<file path="src/rtl/wdog.sv">
// Millisecond watchdog: armed and kicked by a bus write, counts down on ms_tick,
// and emits a one-cycle trig pulse plus a sticky expired flag when it runs out.
module wdog #(
    parameter int cnt_width = 16
) (
    input  logic        clk,
    input  logic        rst,
    input  logic        stb,
    input  logic        we,
    input  logic [31:0] data_in,
    input  logic        ms_tick,
    output logic [31:0] data_out,
    output logic        trig,
    output logic        ack
);

    localparam logic [1:0] ST_OFF = 2'd0;
    localparam logic [1:0] ST_RUN = 2'd1;
    localparam logic [1:0] ST_EXP = 2'd2;

    logic [1:0]           state;
    logic [cnt_width-1:0] timeout;
    logic [cnt_width-1:0] count;
    logic [cnt_width-1:0] wr_val;
    logic                 expired;
    logic                 wr;
    logic                 rd;
    logic                 unused_bits;

    assign ack    = stb;
    assign wr     = stb & we;
    assign rd     = stb & ~we;
    assign wr_val = data_in[cnt_width-1:0];

    // timeout is kept as the armed value but is not visible on the bus.
    assign unused_bits = ^{data_in[31:cnt_width], timeout};

    // A write always wins over a coincident tick, so kicking on the last tick avoids expiry.
    always_ff @(posedge clk or posedge rst) begin
        if (rst) begin
            state   <= ST_OFF;
            timeout <= '0;
            count   <= '0;
            expired <= 1'b0;
            trig    <= 1'b0;
        end else begin
            trig <= 1'b0;
            if (wr) begin
                timeout <= wr_val;
                count   <= wr_val;
                expired <= 1'b0;
                state   <= (wr_val == '0) ? ST_OFF : ST_RUN;
            end else begin
                case (state)
                    ST_RUN: begin
                        if (ms_tick) begin
                            if (count > cnt_width'(1)) begin
                                count <= count - cnt_width'(1);
                            end else if (count == cnt_width'(1)) begin
                                count   <= '0;
                                state   <= ST_EXP;
                                expired <= 1'b1;
                                trig    <= 1'b1;
                            end
                        end
                    end
                    default: ;
                endcase
            end
        end
    end

    always_comb begin
        data_out = '0;
        if (rd) begin
            data_out[cnt_width-1:0] = count;
            data_out[cnt_width]     = (state == ST_RUN);
            data_out[cnt_width+1]   = expired;
        end
    end

endmodule
</file>
<file path="config.mk">
export PLATFORM = sky130hd
export DESIGN_NAME = wdog
export DESIGN_NICKNAME = d
export VERILOG_FILES = /design/src/rtl/wdog.sv
export SDC_FILE = /design/constraint.sdc
export NUM_CORES = 1
export LEC_CHECK = 0
export ABC_AREA = 1
export CAP_MARGIN = 20
export CORE_UTILIZATION = 45
export CTS_CLUSTER_DIAMETER = 80
export CTS_CLUSTER_SIZE = 12
export DETAILED_ROUTE_END_ITERATION = 6
export DONT_BUFFER_PORTS = 1
export SYNTH_ARGS = -nofsm -noshare
export SYNTH_HDL_FRONTEND = slang
export SYNTH_SLANG_ARGS = --single-unit
</file>
<file path="constraint.sdc">
create_clock -name clk -period 1.8 [get_ports clk]
set_clock_uncertainty 0.1 [all_clocks]
set_input_delay 0.18 -clock clk [delete_from_list [all_inputs] [get_ports clk]]
set_output_delay 0.18 -clock clk [all_outputs]
set_load 0.005 [all_outputs]
</file>
==> out/results.txt, run 1 <==
Max clock buf depth: 2
switching power: 1.12 mW
Wirelength per Cell: 12.8 um
#FFs+latches synth: 19
CP max-delay cell: dfrtp_1
CP Launch Type: flip-flop
worst-margin pin slew: 0.658 ns
# clock sinks: 19
GP Congestion: 0.876
Clock transition at path regs: 0.11 ns
grt ovf: 0
switch share: 0.479
final setup margin: 0.0865 ns
Pwr Density: 1210 mW/mm^2
WP data arrival: 1.86 ns
met2 routed WL: 2060 um
Final Hold Violating Endpoints: 0
most frequent cells in the layout: nand2_1, nor2_1, inv_1, dfrtp_1, buf_4
fmax: 584 MHz
Seq/Total Area, Yosys: 0.298
Worst-Skew Late Latency: 0.30 ns
max-slew violations: 0
Chip Height: 61.6 um
Final min period: 1.71 ns
RSZ-0062 raised after global routing: true
register area: 475 um^2
via count: 1604
worst hold path class: in2reg
max cap viols: 0
CP required: 1.95 ns
Port Buffers: 0
largest net degree at the start of global routing: 20
Mapped Area: 0.00160 mm^2
static leakage: 1.00 nW
via count of the first global-routing pass: 1351
status: completed
CTS H-Tree Depth: 1
power share of the clock group: 0.097
Yosys cell types: 26
M1 wire length: 1930 um
TritonCTS buffer count: 3
HPWL Detailed: 2850 um
met3 routed WL: 240 um
Via density: 4.80
initial antenna violation count: 0
Crit Path Class: reg2reg
drt drc: 0
power share of the combinational group: 0.577
Mapped Cells: 258
YS warnings: 0
die area: 0.00379 mm^2
Tcrit/Tclk final: 0.952
crit-path leading delay family: simple AND/OR/NAND/NOR gates
area occupied by multi-input gates: 972 um^2
Synth-to-Final Area Change: 20.7%
Die Width: 61.6 um
Max-Slew Margin vs Limit: 0.560
Place WS: 0.0225 ns
first-pass GRT wire length: 6290 um
Slowest Stage Delay on Critical Path: 0.42 ns
Flop pwr share: 0.327
ant diodes: 0
CP Capture Type: flip-flop
io pins: 71
P_int: 1.21 mW
top sig layer: met4
Row Count: 21
layout net count: 328
Initial DRT Pass Iterations: 4
Buf/Inv on CP: 3
Iteration-0 DRC Markers: 63
synthesized area per cell: 6.19 um^2
Fillers: 361
Tot GR Track Use: 0.228
Starting Density: 0.475
CTS tree: yes
CTS root buf: clkbuf_4
layout cells sized above 1: 0.146
peak supply drop: 615 uV
WL final: 4260 um
Cell Chain, Critical Path: inv_2 > ha_1 > nand2_2 > nor2_2 > nand3_2 > nand2_2 > inv_4 > nand2_8 > buf_6 > nand2_1 > nand2_1
minimum hold slack: 0.000782 ns
commonest non-fill, non-tap cell in the layout: nand2_1
placeable core region: 0.00336 mm^2
CP Max Fanout: 9
post-route ant nets: 0
endpoints failing setup: 0
==> stage by stage <==
step / power (mW) / cells / util / setup TNS, ns / cell area [um^2]
after floorplan: 1.65 / 271 / - / 0 / 1650
after global placement: 1.93 / 308 / 0.488 / 0 / 1640
after detailed placement: 1.94 / 308 / 0.488 / 0 / 1640
after CTS: 2.20 / 326 / 0.539 / 0 / 1810
after global routing: 2.57 / 334 / 0.573 / -0.278 / 1930
final: 2.33 / 334 / 0.573 / 0 / 1930
==> synthesized netlist by cell type <==
cell	instances	area, um^2
nor2_4	1	11.3
a21oi_2	1	8.76
inv_4	1	6.26
clkbuf_1	2	7.51
nand2_8	1	20.0
o21ai_0	12	60.1
ha_1	2	25.0
xor2_1	6	52.6
nor2_1	38	143
nand2_1	106	398
buf_4	16	120
buf_6	1	11.3
conb_1	1	3.75
nand4_1	4	25.0
nand3_1	8	40.0
xnor2_1	1	8.76
nand2_2	3	18.8
nand3_2	2	20.0
a21oi_1	1	5.00
inv_1	23	86.3
nor2_2	2	12.5
clkinv_1	1	3.75
dfrtp_1	19	475
buf_2	1	5.00
nor4_1	4	25.0
inv_2	1	3.75
==> repair_timing <==
item,4_1_cts,5_1_grt
endpoints found under the setup margin,2,16
hold buffers,14,0
setup buffers,0,7
gates resized for setup,2,17
pin swaps,0,1
endpoints found under the hold margin,33,0
cloned,0,1
==> worst paths after layout <==
| check | slack (ns) | end | start | cells after the start |
|---|---|---|---|---|
| worst max-delay path | 0.09 | count[15] | count[1] | 11 |
| worst min-delay path | 0.0008 | count[3] | data_in[3] | 4 |
| worst max register to register | 0.09 | count[15] | count[1] | 11 |
| worst min register to register | 0.42 | state[0] | state[0] | 2 |
| max in group asynchronous | 1.16 | count[15] | rst | 3 |
| min in group asynchronous | 0.23 | count[3] | rst | 3 |
==> worst reg2reg max path, cell delays in order, from the launching register on <==
cell and delay (ns):
dfrtp_1 0.42, inv_2 0.10, ha_1 0.17, nand2_2 0.08, nor2_2 0.12, nand3_2 0.11, nand2_2 0.10, inv_4 0.06
nand2_8 0.11, buf_6 0.16, nand2_1 0.06, nand2_1 0.06
==> cell type report <==
| type | instances | area share |
|---|---|---|
| multi-input combinational | 207 | 0.505 |
| tap | 46 | 0.0299 |
| inverter | 26 | 0.0584 |
| timing repair buffer | 32 | 0.147 |
| sequential | 19 | 0.247 |
| clock buffer | 4 | 0.0136 |
==> layer usage <==
| metal | global-route usage | vias up |
|---|---|---|
| li1 | - | 820 |
| met2 | 0.373 | 55 |
| met5 | 0 | - |
| met1 | 0.323 | 725 |
| met3 | 0.0399 | 4 |
| met4 | 0.0286 | 0 |
==> sequential cells by signal, summed over array words and instances (netlist names) <==
name     count
state        1
expired      1
trig         1
count       16
==> power by group through the flow <==
stage	clock, mW	sequential [mW]	combinational (mW)
final	0.225	0.762	1.34
after global routing	0.248	0.778	1.54
after CTS	0.236	0.748	1.22
after detailed placement	0	0.756	1.18
after global placement	0	0.757	1.18
after floorplan	0	0.731	0.917
==> kinds of logic after synthesis <==
group,synth area share
adders and majority gates,0.0157
other,0.00235
DFF,0.298
and+or+nand+nor,0.447
xor gates and xnor gates,0.0384
AOI/OAI and AO/OA,0.0462
buffers and inverters,0.153
No activity file was read; power rests on OpenSTA's default activity.
==> run 2: changes to the inputs <==
- ABC_AREA: 1 -> 0
==> out/results.txt, run 2 <==
# clock sinks: 19 (unchanged)
CTS root buf: clkbuf_4
CTS tree: yes
layout cells sized above 1: 0.415 (+0.269)
endpoints failing setup: 19 (+19)
failing checks: setup timing
power share of the combinational group: 0.544 (-0.033)
CP Capture Type: flip-flop
Synth Flop Type: dfrtp_1
Flop pwr share: 0.319 (-0.008)
Tot GR Track Use: 0.313 (+0.0849)
peak supply drop: 657 uV (+6.8%)
R2R Path End: count[14]
hold depth: 2 (-2)
Hold EP: count[0]
CP Max Fanout: 5 (-4)
Via density: 6.13 (+28%)
Seq/Total Area, Yosys: 0.311 (+0.0137)
post-route cell area: 0.00235 mm^2 (+22%)
Largest Register: count
TritonCTS buffer count: 3 (unchanged)
status: finished, violations left
Yosys cell types: 46 (+77%)
Final min period: 2.23 ns (+0.517 ns)
GP Congestion: 0.921 (+5.1%)
Pwr Density: 734 mW/mm^2 (-39%)
fmax: 448 MHz (-23%)
Tcrit/Tclk final: 1.24 (+0.287)
post-route ant nets: 0 (unchanged)
Final TNS setup: -4.86 ns (-4.86 ns)
RSZ-0062 raised after global routing: true
CTS H-Tree Depth: 1 (unchanged)
io pins: 71 (unchanged)
via count: 1820 (+13%)
Mapped Cells: 189 (-27%)
Max-Slew Margin vs Limit: 0.458 (-0.102)
#FFs+latches synth: 19 (unchanged)
CP Launch Type: flip-flop
worst hold path class: in2reg
Crit Path Class: reg2reg
most frequent cell after synthesis: dfrtp_1
static leakage: 0.987 nW (-1.4%)
Synth top cells by count: dfrtp_1, nand2_1, nor2_1, and2_1, buf_4
HPWL Detailed: 3930 um (+38%)
Final Hold Violating Endpoints: 0 (unchanged)
final setup margin: -0.430 ns (-0.517 ns)
Wirelength per Cell: 20.1 um (+57%)
YS warnings: 0 (unchanged)
power share of the clock group: 0.137 (+0.040)
most frequent cells in the layout: buf_4, dfrtp_1, and2_1, nand2_1, dlygate4sd3_1
layout net count: 293 (-11%)
largest net degree at the start of global routing: 20 (unchanged)
Iteration-0 DRC Markers: 151 (+140%)
switch share: 0.405 (-0.0740)
Max clock buf depth: 2 (unchanged)
ant diodes: 0 (unchanged)
Clock transition at path regs: 0.12 ns (about the same)
via count of the first global-routing pass: 1747 (+29%)
Place WS: -0.342 ns (-0.364 ns)
Post-synth EDFFs: 0 (unchanged)
Worst-Skew Late Latency: 0.31 ns (about the same)
area leader, netlist: dfrtp_1
initial antenna violation count: 0 (unchanged)
R2R Setup Slk: -0.43 ns (-0.52 ns)
Initial DRT Pass Iterations: 5 (+1)
ranking of synthesized cells by area: dfrtp_1, buf_4, and2_1, nand2_1, nor2_1
P_int: 1.03 mW (-15%)
async set or reset register ratio after synthesis: 1.00 (unchanged)
WP data arrival: 2.33 ns (+0.47 ns)
commonest non-fill, non-tap cell in the layout: buf_4
Row Count: 20 (-4.8%)
die area: 0.00363 mm^2 (-4.3%)
Reg-to-Reg Start: count[0]
Die Width: 60.2 um (-2.2%)
Design Power: 1.73 mW (-26%)
first-pass GRT wire length: 8300 um (+32%)
Synth-to-Final Area Change: 54.3%
worst-margin pin slew: 0.812 ns (+0.154 ns)
CP required: 1.90 ns (-0.05 ns)
Hold Startpoint: data_in[0]
switching power: 0.701 mW (-37%)
grt ovf: 0 (unchanged)
Mapped Area: 0.00153 mm^2 (-4.4%)
Reg2Reg Depth: 7 (-4)
max cap viols: 0 (unchanged)
Yosys top cell area share: 0.311 (+0.0137)
Starting Density: 0.488 (+0.0133)
Port Buffers: 0 (unchanged)
Chip Height: 60.2 um (-2.2%)
max reg flops: 16 (unchanged)
DP Area: 0.00195 mm^2 (+19%)
placeable core region: 0.00313 mm^2 (-7.0%)
WL final: 5960 um (+40%)
drt drc: 0 (unchanged)
crit path from: count[0]
synthesized area per cell: 8.08 um^2 (+31%)
max-slew violations: 0 (unchanged)
## run 2: worst max-delay path by stage
stage,cells after the start,end
floorplan,6,count[13]
global placement,7,count[14]
detailed placement,7,count[14]
CTS,7,count[14]
global route,7,count[14]
finish,7,count[14]
## run 2: kinds of logic after synthesis
kind of cell    share of synthesized area
simple gates                        0.343
compound gates                      0.189
buf+inv                             0.111
flops                               0.311
mux                                0.0262
fa+ha+maj                          0.0164
other cells                       0.00246
## run 2: worst max-delay path: stages, from the launching register on
cell and delay, ns:
dfrtp_1 0.43, inv_2 0.09, ha_4 0.13, or4b_4 0.55, nor4_4 0.22, mux2i_1 0.26, nor2b_1 0.07, a221o_1 0.27
## run 2: final cells by class
cell class,count,area [um^2]
inverters,5,18.8
multi-input cells,155,1200
well taps,44,55.1
clock buffers,3,22.5
repair buffers,70,578
clock inverters,1,5.00
flip-flops and latches,19,475
fillers,228,773
## run 2: metrics by stage
stage               hold slack [ns]  cells   util
floorplan                    0.0311    202      -
global placement              0.153    272  0.623
detailed placement            0.174    272  0.623
CTS                          0.0108    293  0.706
global route                 0.0338    297  0.753
finish                      0.00173    297  0.753
## run 2: per-layer routing
| metal | up-vias | global-route usage | wire length [um] |
|---|---|---|---|
| li1 | 797 | - | - |
| met1 | 862 | 0.391 | 2230 |
| met2 | 121 | 0.540 | 2980 |
| met3 | 40 | 0.0390 | 435 |
| met4 | 0 | 0.123 | 316 |
| met5 | - | 0 | 0 |
## run 2: power groups by stage
| stage | clock, mW | combinational [mW] | sequential [mW] |
|---|---|---|---|
| floorplan | 0 | 0.421 | 0.581 |
| global placement | 0 | 0.711 | 0.557 |
| detailed placement | 0 | 0.744 | 0.561 |
| CTS | 0.237 | 0.843 | 0.550 |
| global route | 0.253 | 1.01 | 0.560 |
| finish | 0.237 | 0.941 | 0.552 |
## run 2: repair_timing
action / CTS / global route
setup endpoints to repair: 19 / 19
setup buffers: 4 / 5
resized for setup: 17 / 24
hold buffers: 14 / 1
pin swaps: 7 / 16
endpoints found under the hold margin: 32 / 1
==> run 3: changes to the inputs <==
- SETUP_SLACK_MARGIN: unset -> 0.5
==> out/results.txt, run 3 (synthesis gave the netlist of run 2 again) <==
Buf/Inv on CP: 1 (unchanged)
drt drc: 0 (unchanged)
Max clock buf depth: 2 (unchanged)
Row Count: 20 (unchanged)
Fillers: 210 (-7.9%)
Reg-to-Reg Start: count[0]
crit-path leading delay family: simple AND/OR/NAND/NOR gates
Clock transition at path regs: 0.14 ns (+0.02 ns)
Pwr Density: 740 mW/mm^2 (+0.77%)
Finished Layout Cells: 307 (+3.4%)
WP data arrival: 2.27 ns (-0.06 ns)
Final Hold Violating Endpoints: 0 (unchanged)
initial antenna violation count: 0 (unchanged)
Via density: 6.11 (-0.23%)
ant diodes: 0 (unchanged)
max-slew violations: 0 (unchanged)
WL final: 6220 um (+4.3%)
CP Max Fanout: 5 (unchanged)
Tcrit/Tclk final: 1.19 (-0.0457)
CTS tree: yes
Largest Register: count
Starting Density: 0.488 (unchanged)
Wirelength per Cell: 20.3 um (+0.88%)
TritonCTS buffer count: 3 (unchanged)
crit path from: count[0]
Place WS: -0.328 ns (+0.0136 ns)
GP Congestion: 0.927 (+0.66%)
RSZ-0062 raised after global routing: true
most frequent cells in the layout: buf_4, buf_6, dfrtp_1, nand2_1, dlygate4sd3_1
R2R Path End: count[12]
CP Depth: 7 (unchanged)
Setup crit end: count[12]
commonest non-fill, non-tap cell in the layout: buf_4
CTS H-Tree Depth: 1 (unchanged)
Reg2Reg Depth: 7 (unchanged)
Slowest Stage Delay on Critical Path: 0.55 ns (about the same)
final setup margin: -0.348 ns (+0.0823 ns)
static leakage: 1.09 nW (+11%)
CP required: 1.92 ns (+0.02 ns)
io pins: 71 (unchanged)
# clock sinks: 19 (unchanged)
fmax: 466 MHz (+3.8%)
Initial DRT Pass Iterations: 5 (unchanged)
failing checks: setup timing
Design Power: 1.88 mW (+8.8%)
first-pass GRT wire length: 8790 um (+5.9%)
Chip Height: 60.2 um (unchanged)
CP max-delay cell: or4b_4
Crit Path Class: reg2reg
layout cells sized above 1: 0.479 (+0.0641)
endpoints failing setup: 18 (-1)
minimum hold slack: 0.0983 ns (+0.0965 ns)
post-route ant nets: 0 (unchanged)
HPWL Detailed: 3910 um (-0.63%)
layout net count: 303 (+3.4%)
placeable core region: 0.00313 mm^2 (unchanged)
Port Buffers: 0 (unchanged)
Placed Cells: 272 (unchanged)
via count: 1877 (+3.1%)
max reg flops: 16 (unchanged)
worst-margin pin slew: 0.852 ns (+0.0400 ns)
largest net degree at the start of global routing: 20 (unchanged)
CP Capture Type: flip-flop
Iteration-0 DRC Markers: 151 (unchanged)
grt ovf: 0 (unchanged)
via count of the first global-routing pass: 1792 (+2.6%)
CTS root buf: clkbuf_4
CP Launch Type: flip-flop
Die Width: 60.2 um (unchanged)
worst hold path class: in2reg
status: finished, violations left
Tot GR Track Use: 0.335 (+0.0221)
R2R Setup Slk: -0.35 ns (+0.08 ns)
Cell Chain, Critical Path: inv_2 > ha_4 > or4b_4 > nor4_4 > mux2i_1 > nor2b_1 > a221o_1
Max-Slew Margin vs Limit: 0.431 (-0.0267)
Worst-Skew Late Latency: 0.33 ns (+0.02 ns)
die area: 0.00363 mm^2 (unchanged)
peak supply drop: 769 uV (+17%)
Synth-to-Final Area Change: 66.6%
Final min period: 2.15 ns (-0.0823 ns)
max cap viols: 0 (unchanged)
## run 3: cell count changes in the layout (fill, tap and decap cells not counted), sizes merged
cell	change
buf	+9
dlygate4sd3	+1
## run 3: layout make-up
| class | count | area, um^2 | area share |
|---|---|---|---|
| multi-input combinational | 155 | 1250 | 0.490 |
| timing repair buffer | 80 | 719 | 0.283 |
| sequential | 19 | 475 | 0.187 |
| tap | 44 | 55.1 | 0.0217 |
| clock buffer | 3 | 22.5 | 0.00886 |
| inverter | 5 | 18.8 | 0.00738 |
| clock inverter | 1 | 5.00 | 0.00197 |
## run 3: per-layer routing
metal  global-route usage  routed length (um)  part of all wire  vias up
met5                    0                   0                 0        -
met4                0.106                 213             0.034        0
met3               0.0541                 534             0.086       30
met2                0.571                3070              0.49      122
met1                0.427                2400              0.39      908
li1                     -                   -                 -      817
## run 3: worst min-delay path by stage
stage / start / endpoint / slack [ns] / cells past startpoint
2_1_floorplan: rst / count[0] / 0.03 / 1
3_3_place_gp: rst / count[0] / 0.15 / 1
3_5_place_dp: rst / count[0] / 0.17 / 1
4_1_cts: data_in[9] / count[9] / 0.08 / 3
5_1_grt: data_in[9] / count[9] / 0.1 / 3
6_report: data_in[9] / count[9] / 0.1 / 3
## run 3: worst min-delay path, stage by stage
cell and delay (ns):
mux2i_1 0.05, a41o_1 0.22, o41ai_2 0.05
## run 3: where the power goes
part	internal, mW	switching, mW
Combinational	0.546	0.521
Clock	0.0835	0.170
Sequential	0.499	0.0613
## run 3: per-stage QoR
step	cell area (um^2)	setup TNS, ns	utilization
2_1_floorplan	1690	-2.75	-
3_3_place_gp	1960	-3.41	0.625
3_5_place_dp	1960	-3.94	0.625
4_1_cts	2380	-3.62	0.760
5_1_grt	2540	-5.65	0.813
6_report	2540	-4.47	0.813
## run 3: what timing repair did
item	CTS	global route
hold endpoints to repair	34	0
hold buffers	16	0
gates resized for setup	42	30
setup buffers	10	5
endpoints found under the setup margin	31	36
pin swaps	10	20
